==> config.mk <==
export PLATFORM = sky130hd
export DESIGN_NAME = amplitude_restorer
export DESIGN_NICKNAME = d
export VERILOG_FILES = /design/src/rtl/amplitude_restorer.sv
export SDC_FILE = /design/constraint.sdc
export NUM_CORES = 1
export LEC_CHECK = 0
export CAP_MARGIN = 20
export CORE_ASPECT_RATIO = 0.7
export CORE_UTILIZATION = 58
export DETAILED_ROUTE_END_ITERATION = 10
export PLACE_DENSITY = 0.84
export SYNTH_ARGS = -nofsm -noshare
export SYNTH_HDL_FRONTEND = slang
export SYNTH_SLANG_ARGS = --single-unit
==> constraint.sdc <==
create_clock -name clk -period 3.25 [get_ports clk]
set_clock_uncertainty 0.1 [all_clocks]
set_input_delay 0.325 -clock clk [delete_from_list [all_inputs] [get_ports clk]]
set_output_delay 0.325 -clock clk [all_outputs]
set_load 0.02 [all_outputs]
==> src/rtl/amplitude_restorer.sv <==
// amplitude_restorer
//   Measures the peak of an unsigned sample stream over a window of WINDOW valid
//   samples, infers the upstream right-shift attenuation code (0..MAX_SHIFT) and
//   restores later samples by the matching left shift, saturating at full scale.
//
// Ports
//   clk        rising-edge clock
//   rst        asynchronous, active-high reset
//   start      1-cycle pulse: begin (or restart) a measurement window
//   validIn    dataIn holds a sample this cycle
//   dataIn     input sample (unsigned)
//   validOut   dataOut holds a restored sample (1 cycle after validIn)
//   dataOut    restored, saturated sample; held while validIn is low
//   shiftCode  shift currently applied
//   locked     shiftCode comes from a completed window
//   busy       measurement in progress (MEASURE or LOCK)
module amplitude_restorer #(
    parameter int unsigned WIDTH     = 8,
    parameter int unsigned WINDOW    = 256,
    parameter int unsigned MAX_SHIFT = 3
) (
    input  logic             clk,
    input  logic             rst,
    input  logic             start,
    input  logic             validIn,
    input  logic [WIDTH-1:0] dataIn,
    output logic             validOut,
    output logic [WIDTH-1:0] dataOut,
    output logic [1:0]       shiftCode,
    output logic             locked,
    output logic             busy
);

    localparam int unsigned CW = $clog2(WINDOW);
    localparam int unsigned EW = WIDTH + MAX_SHIFT;

    typedef enum logic [1:0] {StIdle, StMeasure, StLock, StTrack} state_e;

    state_e           state_q, state_d;
    logic [CW-1:0]    count_q, count_d;
    logic [WIDTH-1:0] peak_q, peak_d;
    logic [1:0]       shift_q, shift_d;
    logic             locked_q, locked_d;
    logic             valid_q;
    logic [WIDTH-1:0] data_q;

    logic [1:0]       lock_code;
    logic [EW-1:0]    peak_ext;
    logic [EW-1:0]    shifted;
    logic [WIDTH-1:0] sat_val;

    // Largest k such that peak << k still fits in WIDTH bits. The condition is
    // monotonic in k, so the last passing k wins.
    always_comb begin
        lock_code = '0;
        peak_ext  = {{MAX_SHIFT{1'b0}}, peak_q};
        for (int unsigned k = 1; k <= MAX_SHIFT; k++) begin
            if (((peak_ext << k) >> WIDTH) == '0) begin
                lock_code = 2'(k);
            end
        end
    end

    // Restore path uses the registered code, so a sample in the LOCK cycle
    // still sees the previous code.
    always_comb begin
        shifted = {{MAX_SHIFT{1'b0}}, dataIn} << shift_q;
        sat_val = (|shifted[EW-1:WIDTH]) ? '1 : shifted[WIDTH-1:0];
    end

    always_comb begin
        state_d  = state_q;
        count_d  = count_q;
        peak_d   = peak_q;
        shift_d  = shift_q;
        locked_d = locked_q;
        unique case (state_q)
            StIdle: begin
                if (start) begin
                    state_d = StMeasure;
                    count_d = '0;
                    peak_d  = '0;
                end
            end
            StMeasure: begin
                // A restart takes priority over any sample in the same cycle.
                if (start) begin
                    count_d = '0;
                    peak_d  = '0;
                end else if (validIn) begin
                    if (dataIn > peak_q) begin
                        peak_d = dataIn;
                    end
                    count_d = count_q + CW'(1);
                    if (count_q == CW'(WINDOW - 1)) begin
                        state_d = StLock;
                    end
                end
            end
            StLock: begin
                shift_d  = lock_code;
                locked_d = 1'b1;
                state_d  = StTrack;
            end
            StTrack: begin
                if (start) begin
                    state_d = StMeasure;
                    count_d = '0;
                    peak_d  = '0;
                end
            end
            default: state_d = StIdle;
        endcase
    end

    always_ff @(posedge clk or posedge rst) begin
        if (rst) begin
            state_q  <= StIdle;
            count_q  <= '0;
            peak_q   <= '0;
            shift_q  <= '0;
            locked_q <= 1'b0;
            valid_q  <= 1'b0;
            data_q   <= '0;
        end else begin
            state_q  <= state_d;
            count_q  <= count_d;
            peak_q   <= peak_d;
            shift_q  <= shift_d;
            locked_q <= locked_d;
            valid_q  <= validIn;
            if (validIn) begin
                data_q <= sat_val;
            end
        end
    end

    assign validOut  = valid_q;
    assign dataOut   = data_q;
    assign shiftCode = shift_q;
    assign locked    = locked_q;
    assign busy      = (state_q == StMeasure) || (state_q == StLock);

endmodule

* Word-level counts from Yosys, hierarchy flattened *
Cells that the tools add are included.

storage, ports and cells
  bits in registers = 30
  bits in latches = 0
  memory bits (writable) = 0
  ROM bits = 0
  input bits = 12
  output and inout port bits = 13
  word-level logic and storage cells = 48
  memories kept = 0

operators by class
  add/sub/neg operators = 1
  multipliers = 0
  div/mod/pow operators = 0
  magnitude comparators = 1
  equality and inequality tests = 10
  shift operators = 1
  mux-type cells = 17
  bitwise operators = 0
  reductions and logical operators = 11

operators with widths
  kind                 number
  $mux 8               7
  $logic_not 11->1     3
  $pmux 8 s2           2
  $mux 2               6
  $shl 8x2->11         1
  $add 8x1->8 const B  1
  $eq 8x8->1 const B   1
  $gt 8x8->1           1
  $reduce_and 4->1     2
  $ne 2x2->1 const B   3
  $ne 3x3->1 const B   2
  $pmux 2 s3           1
  $eq 2x2->1 const B   2
  $reduce_and 3->1     1
  $reduce_or 3->1      1
  $eq 2x1->1 const B   1
  $logic_not 2->1      1
  $ne 2x1->1 const B   1
  $reduce_bool 2->1    1
  $reduce_or 2->1      1
  $logic_or 1x1->1     1
  $mux 1               1

* Logic depth before layout (Yosys ltp) *
Gate-level depths: netlist of run 1.

  depth after elaboration = 5
  gate-level depth with buffers = 8
  mapped depth without buffers = 7

* Worst setup path before layout of run 1 *
OpenSTA, ideal clock, no wires.

  path type = flip-flop to flip-flop
  from = reg state_q[0]
  to = reg count_q[7]
  library setup time = 0.069 ns
  arrival time = 2.013 ns
  required time = 3.081 ns
  slack = 1.068 ns
  stages on the path, launching flop included = 9
  path buffers = 1
  period minus slack after synthesis = 2.182 ns
  cells stage by stage = dfrtp_1 -> inv_1 -> ha_1 -> buf_6 -> nor2b_4 -> o22ai_4 -> or3_4 -> or4_1 -> nand3_1

on the way
  longest elaborated chain between the ends = 4
  elaborated cells between the ends (all ways) = 9
  classes of those cells = 4 x eq/ne; 1 x mux; 4 x reduce/logical

RTL lines
  item                                                       RTL line  RTL
  from (decl)                                                39        state_e state_q, state_d;
  from (signal assigned)                                     118       state_q <= StIdle;
  from (signal assigned)                                     126       state_q <= state_d;
  $eq 2x2->1 or $logic_not 2->1 (tied branches)              77        unique case (state_q)
  $reduce_or 2->1 (no line)                                  --
  $ne 2x1->1 (no line) or $reduce_bool 2->1 (tied branches)  --
  $reduce_and 3->1 (no line)                                 --
  to (signal assigned)                                       127       count_q <= count_d;
  to (decl)                                                  40        logic [CW-1:0] count_q, count_d;

Several ways; a longest one is shown, not always the timed one.
A chain may end at the register's enable or synchronous reset.

* Worst setup path in the final report of run 1 *
Ends and elaborated chain as after synthesis.

==> flow_summary.toml, run 1 <==
[cells_and_area]
fin_nets = 224
multi_input_area_um2 = 911
areaGrowthSynthToFinish_pct = 19.9
fill_cells = 201
seqCellArea_um2 = 751
drive_above_1_share_pct = 11.5
antenna-diode-count = 0
fin_area_mm2 = 0.00211
instances_no_fill = 236
fin_util_pct = 74.1

[timing]
grt_setup_unrepaired = "no"
setup_tns_ns = 0
post-route-period-util_pct = 72.5
period_needed_ns = 2.36
setup_ws_ns = 0.892
finalSetupViolCount = 0
drv_slew = 0
hold_slack_ns = 0.345
fmax_mhz = 424
tightest_slew_ns = 0.695
max_slew_margin_pct = 53.4
hold_viol = 0

[detailed_routing]
vias = 1353
ant_nets = 0
drt-total-wl_um = 3420
wl_per_cell_um = 14.5
drt_iter0_drc = 68
drt-vias-per-instance = 5.73
drc = 0
first_pass_iters = 5

[clocking]
cts_root_buf = "clkbuf_8"
cts_resized = 0
cts_setup_buffers = 0
cts_tree = "yes"
cts_buffers = 5
cts_sinks = 30
ctsHoldBuffers = 0
cts_max_level = 2
clockBufferDepth = 2
clk_pin_slew_worst_paths_ns = 0.06
insertion_delay_ns = 0.28

[grt]
grt_pass1_vias = 1226
overflow = 0
grt_antenna_before_repair = 0
grt_pass1_wl_um = 5370
grt_max_degree = 31
grt_usage_pct = 23.8

[yosys]
ys_seq_area_share_pct = 42.7
synth-seq-cells = 30
synth.avg_cell_area_um2 = 10.3
synth-simple-area-share_pct = 15.3
yosys.area_share.xor_xnor_pct = 0.499
synth-adder-area-share_pct = 8.55
syn-num-nets = 195
synth.distinct_cells = 41
synthMuxAreaShare_pct = 11.5
synth_compound_area_share_pct = 16.0
synthCells = 171
syn-cell-area_mm2 = 0.00176
synth_top_family_by_area = "compound AO/OA/AOI/OAI gates"
yosysWarnings = 0

[power]
leakage_nw = 0.916
worst_ir_drop_vdd_v = 0.000422
total_power_mw = 1.76
p_per_area_mw_per_mm2 = 835

[worst_setup_path]
crit_fanout = 10
worst_setup_path_start_kind = "flip-flop"
cp-end-kind = "flip-flop"
required_ns = 3.37
worstPathArrival_ns = 2.48
crit_type = "reg -> reg"

[die]
fp-row-count = 16
die_x_um = 67.8
core-area_mm2 = 0.00284
initial_core_util_pct = 61.8
dieArea_mm2 = 0.00326
die_h_um = 48.0
pin_count = 25

[placed_design]
io_buffers = 24
dp_cells = 229
post_dp_cell_area_mm2 = 0.00203
gp_congestion = 0.835
hpwl_um = 2510
dp_worst_setup_slack_ns = 0.831

[min_path]
hold_path_class = "in -> async"

[run]
cap_violations = 0

[status]
status = "completed"
==> kinds of logic after synthesis <==
kind of cell    after synthesis
fa+ha+maj                    12
simple gates                 52
flops                        30
xor+xnor                      1
mux                          15
compound gates               40
buf+inv                      21
==> placed cells by master (no fill, tap or decap), drive strengths merged, types with 4 or more instances in the layout <==
master,netlist,routed
a21oi,9,9
dfrtp,30,30
nand4,4,4
inv,16,16
mux4,4,4
nand2,15,15
o21ai,10,10
ha,12,12
clkdlybuf4s50,0,24
clkbuf,1,7
o22a,7,7
mux2i,9,9
nor2,13,13
nand3,5,5
==> critical path, cell delays in order, from the launching register on <==
cell,delay (ns)
dfrtp_1,0.40
inv_1,0.06
ha_1,0.43
nor2b_4,0.19
o22ai_4,0.13
or3_4,0.43
or4_1,0.47
nand3_1,0.09
==> final timing paths <==
path,slack (ns),from,end,cells after the start
max,0.89,state_q[0]$_DFFE_PP0P_,count_q[7]$_DFFE_PP0P_,7
min,0.34,rst,peak_q[6]$_DFFE_PP0P_,3
max reg2reg,0.89,state_q[0]$_DFFE_PP0P_,count_q[7]$_DFFE_PP0P_,7
min reg2reg,0.37,locked$_DFFE_PP0N_,locked$_DFFE_PP0N_,1
max in group asynchronous,2.43,rst,dataOut[1]$_DFFE_PP0P_,3
min in group clk,0.37,locked$_DFFE_PP0N_,locked$_DFFE_PP0N_,1
==> area by class of cell <==
class                      count  area share (%)
timing repair buffer          27            12.5
clock buffer                   7            3.62
sequential                    30            35.7
tap                           36            2.14
multi-input combinational    120            43.3
inverter                      16            2.85
==> flip-flops by register name, summed over array words and instances (netlist names) <==
signal,flops
shiftCode,2
count_q,8
state_q,2
dataOut,8
locked,1
peak_q,8
validOut,1
==> synthesized netlist by cell type <==
master	number	area share, %
buf_1	1	0.21
or4_1	1	0.43
o32ai_1	1	0.50
nand3_1	5	1.4
nand2b_1	1	0.36
or3_2	1	0.43
mux2_2	2	1.3
buf_2	1	0.28
nor2b_4	1	0.78
nor3b_1	1	0.43
inv_1	16	3.4
ha_1	12	8.5
a21o_1	2	0.85
nand4_1	4	1.4
mux2i_1	9	5.1
nor2_2	1	0.36
nand2_1	15	3.2
a21o_2	1	0.50
xnor2_1	1	0.50
o22ai_1	2	0.71
a211oi_1	1	0.43
dfrtp_1	30	43
a21oi_1	9	2.6
or3_4	1	0.64
nor3_1	2	0.57
o211ai_1	2	0.85
nor2_1	12	2.6
or2_2	2	0.71
and2b_1	1	0.43
a22o_1	2	1.0
clkbuf_1	1	0.21
nand3b_1	2	0.85
nor2b_1	2	0.71
o21ai_0	9	2.6
buf_6	2	1.3
o21ai_2	1	0.50
mux4_2	4	5.1
o21a_1	1	0.43
o31ai_1	1	0.43
o22ai_4	1	1.1
o22a_1	7	3.5
==> where the power goes <==
group | total [mW] | internal [mW] | switching (mW) | leakage [nW]
clock network | 0.274 | 0.147 | 0.128 | 0.0383
logic | 0.908 | 0.427 | 0.480 | 0.514
registers | 0.577 | 0.481 | 0.0960 | 0.364
==> per-layer routing <==
layer	track usage (%)	vias to the layer above	wire [µm]
met2	37.2	33	1550
met1	31.2	643	1660
met3	7.62	7	167
met5	0	-	0
met4	9.58	0	38
li1	-	670	-
Power figures use the tool's default switching activity.
==> inputs of run 2 (changes only) <==
--- a/config.mk
+++ b/config.mk
@@ -7,9 +7,9 @@
 export LEC_CHECK = 0
 export CAP_MARGIN = 20
 export CORE_ASPECT_RATIO = 0.7
-export CORE_UTILIZATION = 58
+export CORE_UTILIZATION = 54
 export DETAILED_ROUTE_END_ITERATION = 10
-export PLACE_DENSITY = 0.84
+export PLACE_DENSITY = 0.79
 export SYNTH_ARGS = -nofsm -noshare
 export SYNTH_HDL_FRONTEND = slang
 export SYNTH_SLANG_ARGS = --single-unit
==> constraint.sdc (replaced) <==
create_clock -name clk -period 2.45 [get_ports clk]
set_clock_uncertainty 0.1 [all_clocks]
set_input_delay 0.245 -clock clk [delete_from_list [all_inputs] [get_ports clk]]
set_output_delay 0.245 -clock clk [all_outputs]
set_load 0.02 [all_outputs]
==> flow_summary.toml, run 2 (synthesized netlist as in run 1, its figures left out) <==
[timing]
period_needed_ns = 2.26
fmax_mhz = 443
max_slew_margin_pct = 54.1
drv_slew = 0
setup_tns_ns = 0
post-route-period-util_pct = 92.2
tightest_slew_ns = 0.685
hold_viol = 0
finalSetupViolCount = 0
grt_setup_unrepaired = "no"

[placed_design]
hpwl_um = 2860
gp_congestion = 0.933
dp_cells = 234
io_buffers = 24

[power]
swShare_pct = 40.8
clkPwrFrac_pct = 15.2
combPwrFrac_pct = 52.8
pwr-share-seq_pct = 32.0
power_switching_mw = 0.986
cellInternalPower_mw = 1.43
leakage_nw = 0.938
p_per_area_mw_per_mm2 = 1130
worst_ir_drop_vdd_v = 0.000621

[die]
core-area_mm2 = 0.00294
dieArea_mm2 = 0.00349
initial_core_util_pct = 59.7
die_h_um = 49.7
fp-row-count = 16
die_x_um = 70.2
pin_count = 25

[worst_setup_path]
r2r_start = "state_q[0]$_DFFE_PP0P_"
worstPathArrival_ns = 2.38
cp_slowest_cell = "or4_1"
r2r_cells = 7
cpPeakStageDelay_ns = 0.47
r2r-end = "count_q[7]$_DFFE_PP0P_"
crit_type = "reg -> reg"
worst_setup_path_start_kind = "flip-flop"
required_ns = 2.57
worstPathCellList = "inv_1 -> ha_2 -> nor2b_4 -> o22ai_4 -> or3_4 -> or4_1 -> nand3_1"
cp-end-kind = "flip-flop"
crit_fanout = 10
r2r_slack_ns = 0.19

[cells_and_area]
seqCellArea_um2 = 751
multi_input_area_um2 = 913
fin_nets = 229
instances_no_fill = 241
drive_above_1_share_pct = 14.1
antenna-diode-count = 0
fill_cells = 222
final_common_cell = "dfrtp_1"
layout_common_cells = "30 x dfrtp_1, 24 x clkdlybuf4s50_1, 16 x inv_1, 15 x nand2_1, 12 x nor2_1"
areaGrowthSynthToFinish_pct = 22.2

[detailed_routing]
drt-vias-per-instance = 5.91
vias = 1424
first_pass_iters = 4
wl_per_cell_um = 16.3
drt_iter0_drc = 102
ant_nets = 0
drc = 0
drt-total-wl_um = 3930

[grt]
grt_pass1_wl_um = 6940
grt_pass1_vias = 1470
grt_usage_pct = 26.4
grt_max_degree = 31
grt_antenna_before_repair = 0
overflow = 0

[run]
cap_violations = 0

[status]
status = "completed"

[clocking]
cts_resized = 0
cts_tree = "yes"
cts_root_buf = "clkbuf_8"
cts_setup_buffers = 0
cts_max_level = 2
cts_sinks = 30
ctsHoldBuffers = 0
clk_pin_slew_worst_paths_ns = 0.06
cts_buffers = 5
clockBufferDepth = 2
insertion_delay_ns = 0.28

[min_path]
hold_path_class = "in -> async"
-- run 2: stage by stage --
step | utilization [%] | total power, mW | setup slack, ns | area, µm² | hold WS, ns
floorplan | - | 1.64 | 0.268 | 1760 | 0.176
global placement | 70.2 | 1.95 | 0.194 | 2070 | 0.355
detailed placement | 70.2 | 2.03 | 0.106 | 2070 | 0.358
CTS | 72.8 | 2.41 | 0.0970 | 2140 | 0.266
global route | 72.9 | 2.58 | 0.0773 | 2150 | 0.285
finish | 72.9 | 2.42 | 0.191 | 2150 | 0.238
-- run 2: final cells by class --
cell class / count / share of cell area [%]
Tap cell: 36 / 2.10
Inverter: 16 / 2.80
Sequential cell: 30 / 35.0
Timing Repair Buffer: 32 / 14.0
Multi-Input combinational cell: 120 / 42.6
Clock buffer: 7 / 3.56
-- run 2: power by group through the flow --
stage          registers, mW  clock network [mW]  logic [mW]
2_1_floorplan          0.800                   0       0.839
3_3_place_gp           0.763                   0        1.19
3_5_place_dp           0.779                   0        1.25
4_1_cts                0.773               0.375        1.26
5_1_grt                0.797               0.398        1.39
6_report               0.774               0.367        1.27
-- run 2: worst max path at each step --
stage | from | to | slack, ns | depth (start not counted)
6_report | state_q[0]$_DFFE_PP0P_ | count_q[7]$_DFFE_PP0P_ | 0.19 | 7
5_1_grt | state_q[0]$_DFFE_PP0P_ | count_q[7]$_DFFE_PP0P_ | 0.08 | 7
3_3_place_gp | state_q[0]$_DFFE_PP0P_ | count_q[7]$_DFFE_PP0P_ | 0.19 | 7
3_5_place_dp | state_q[0]$_DFFE_PP0P_ | count_q[7]$_DFFE_PP0P_ | 0.11 | 7
2_1_floorplan | state_q[0]$_DFFE_PP0P_ | count_q[7]$_DFFE_PP0P_ | 0.27 | 8
4_1_cts | state_q[0]$_DFFE_PP0P_ | count_q[7]$_DFFE_PP0P_ | 0.1 | 7
-- run 2: per-layer routing --
layer | wire length [µm] | vias up | share of wire [%] | global-route usage (%)
met5 | 0 | - | 0 | 0
met4 | 83 | 0 | 2.1 | 10.3
met3 | 227 | 9 | 5.8 | 7.16
met2 | 1830 | 45 | 47 | 42.8
met1 | 1780 | 693 | 45 | 33.9
li1 | - | 677 | - | -
-- run 2: critical path, delay by kind of cell, from the launching register on --
kind            cells  cell delay (ns)
fa+ha+maj           1             0.33
compound gates      1             0.12
simple gates        4             1.16
buf+inv             1             0.07
flops               1             0.41
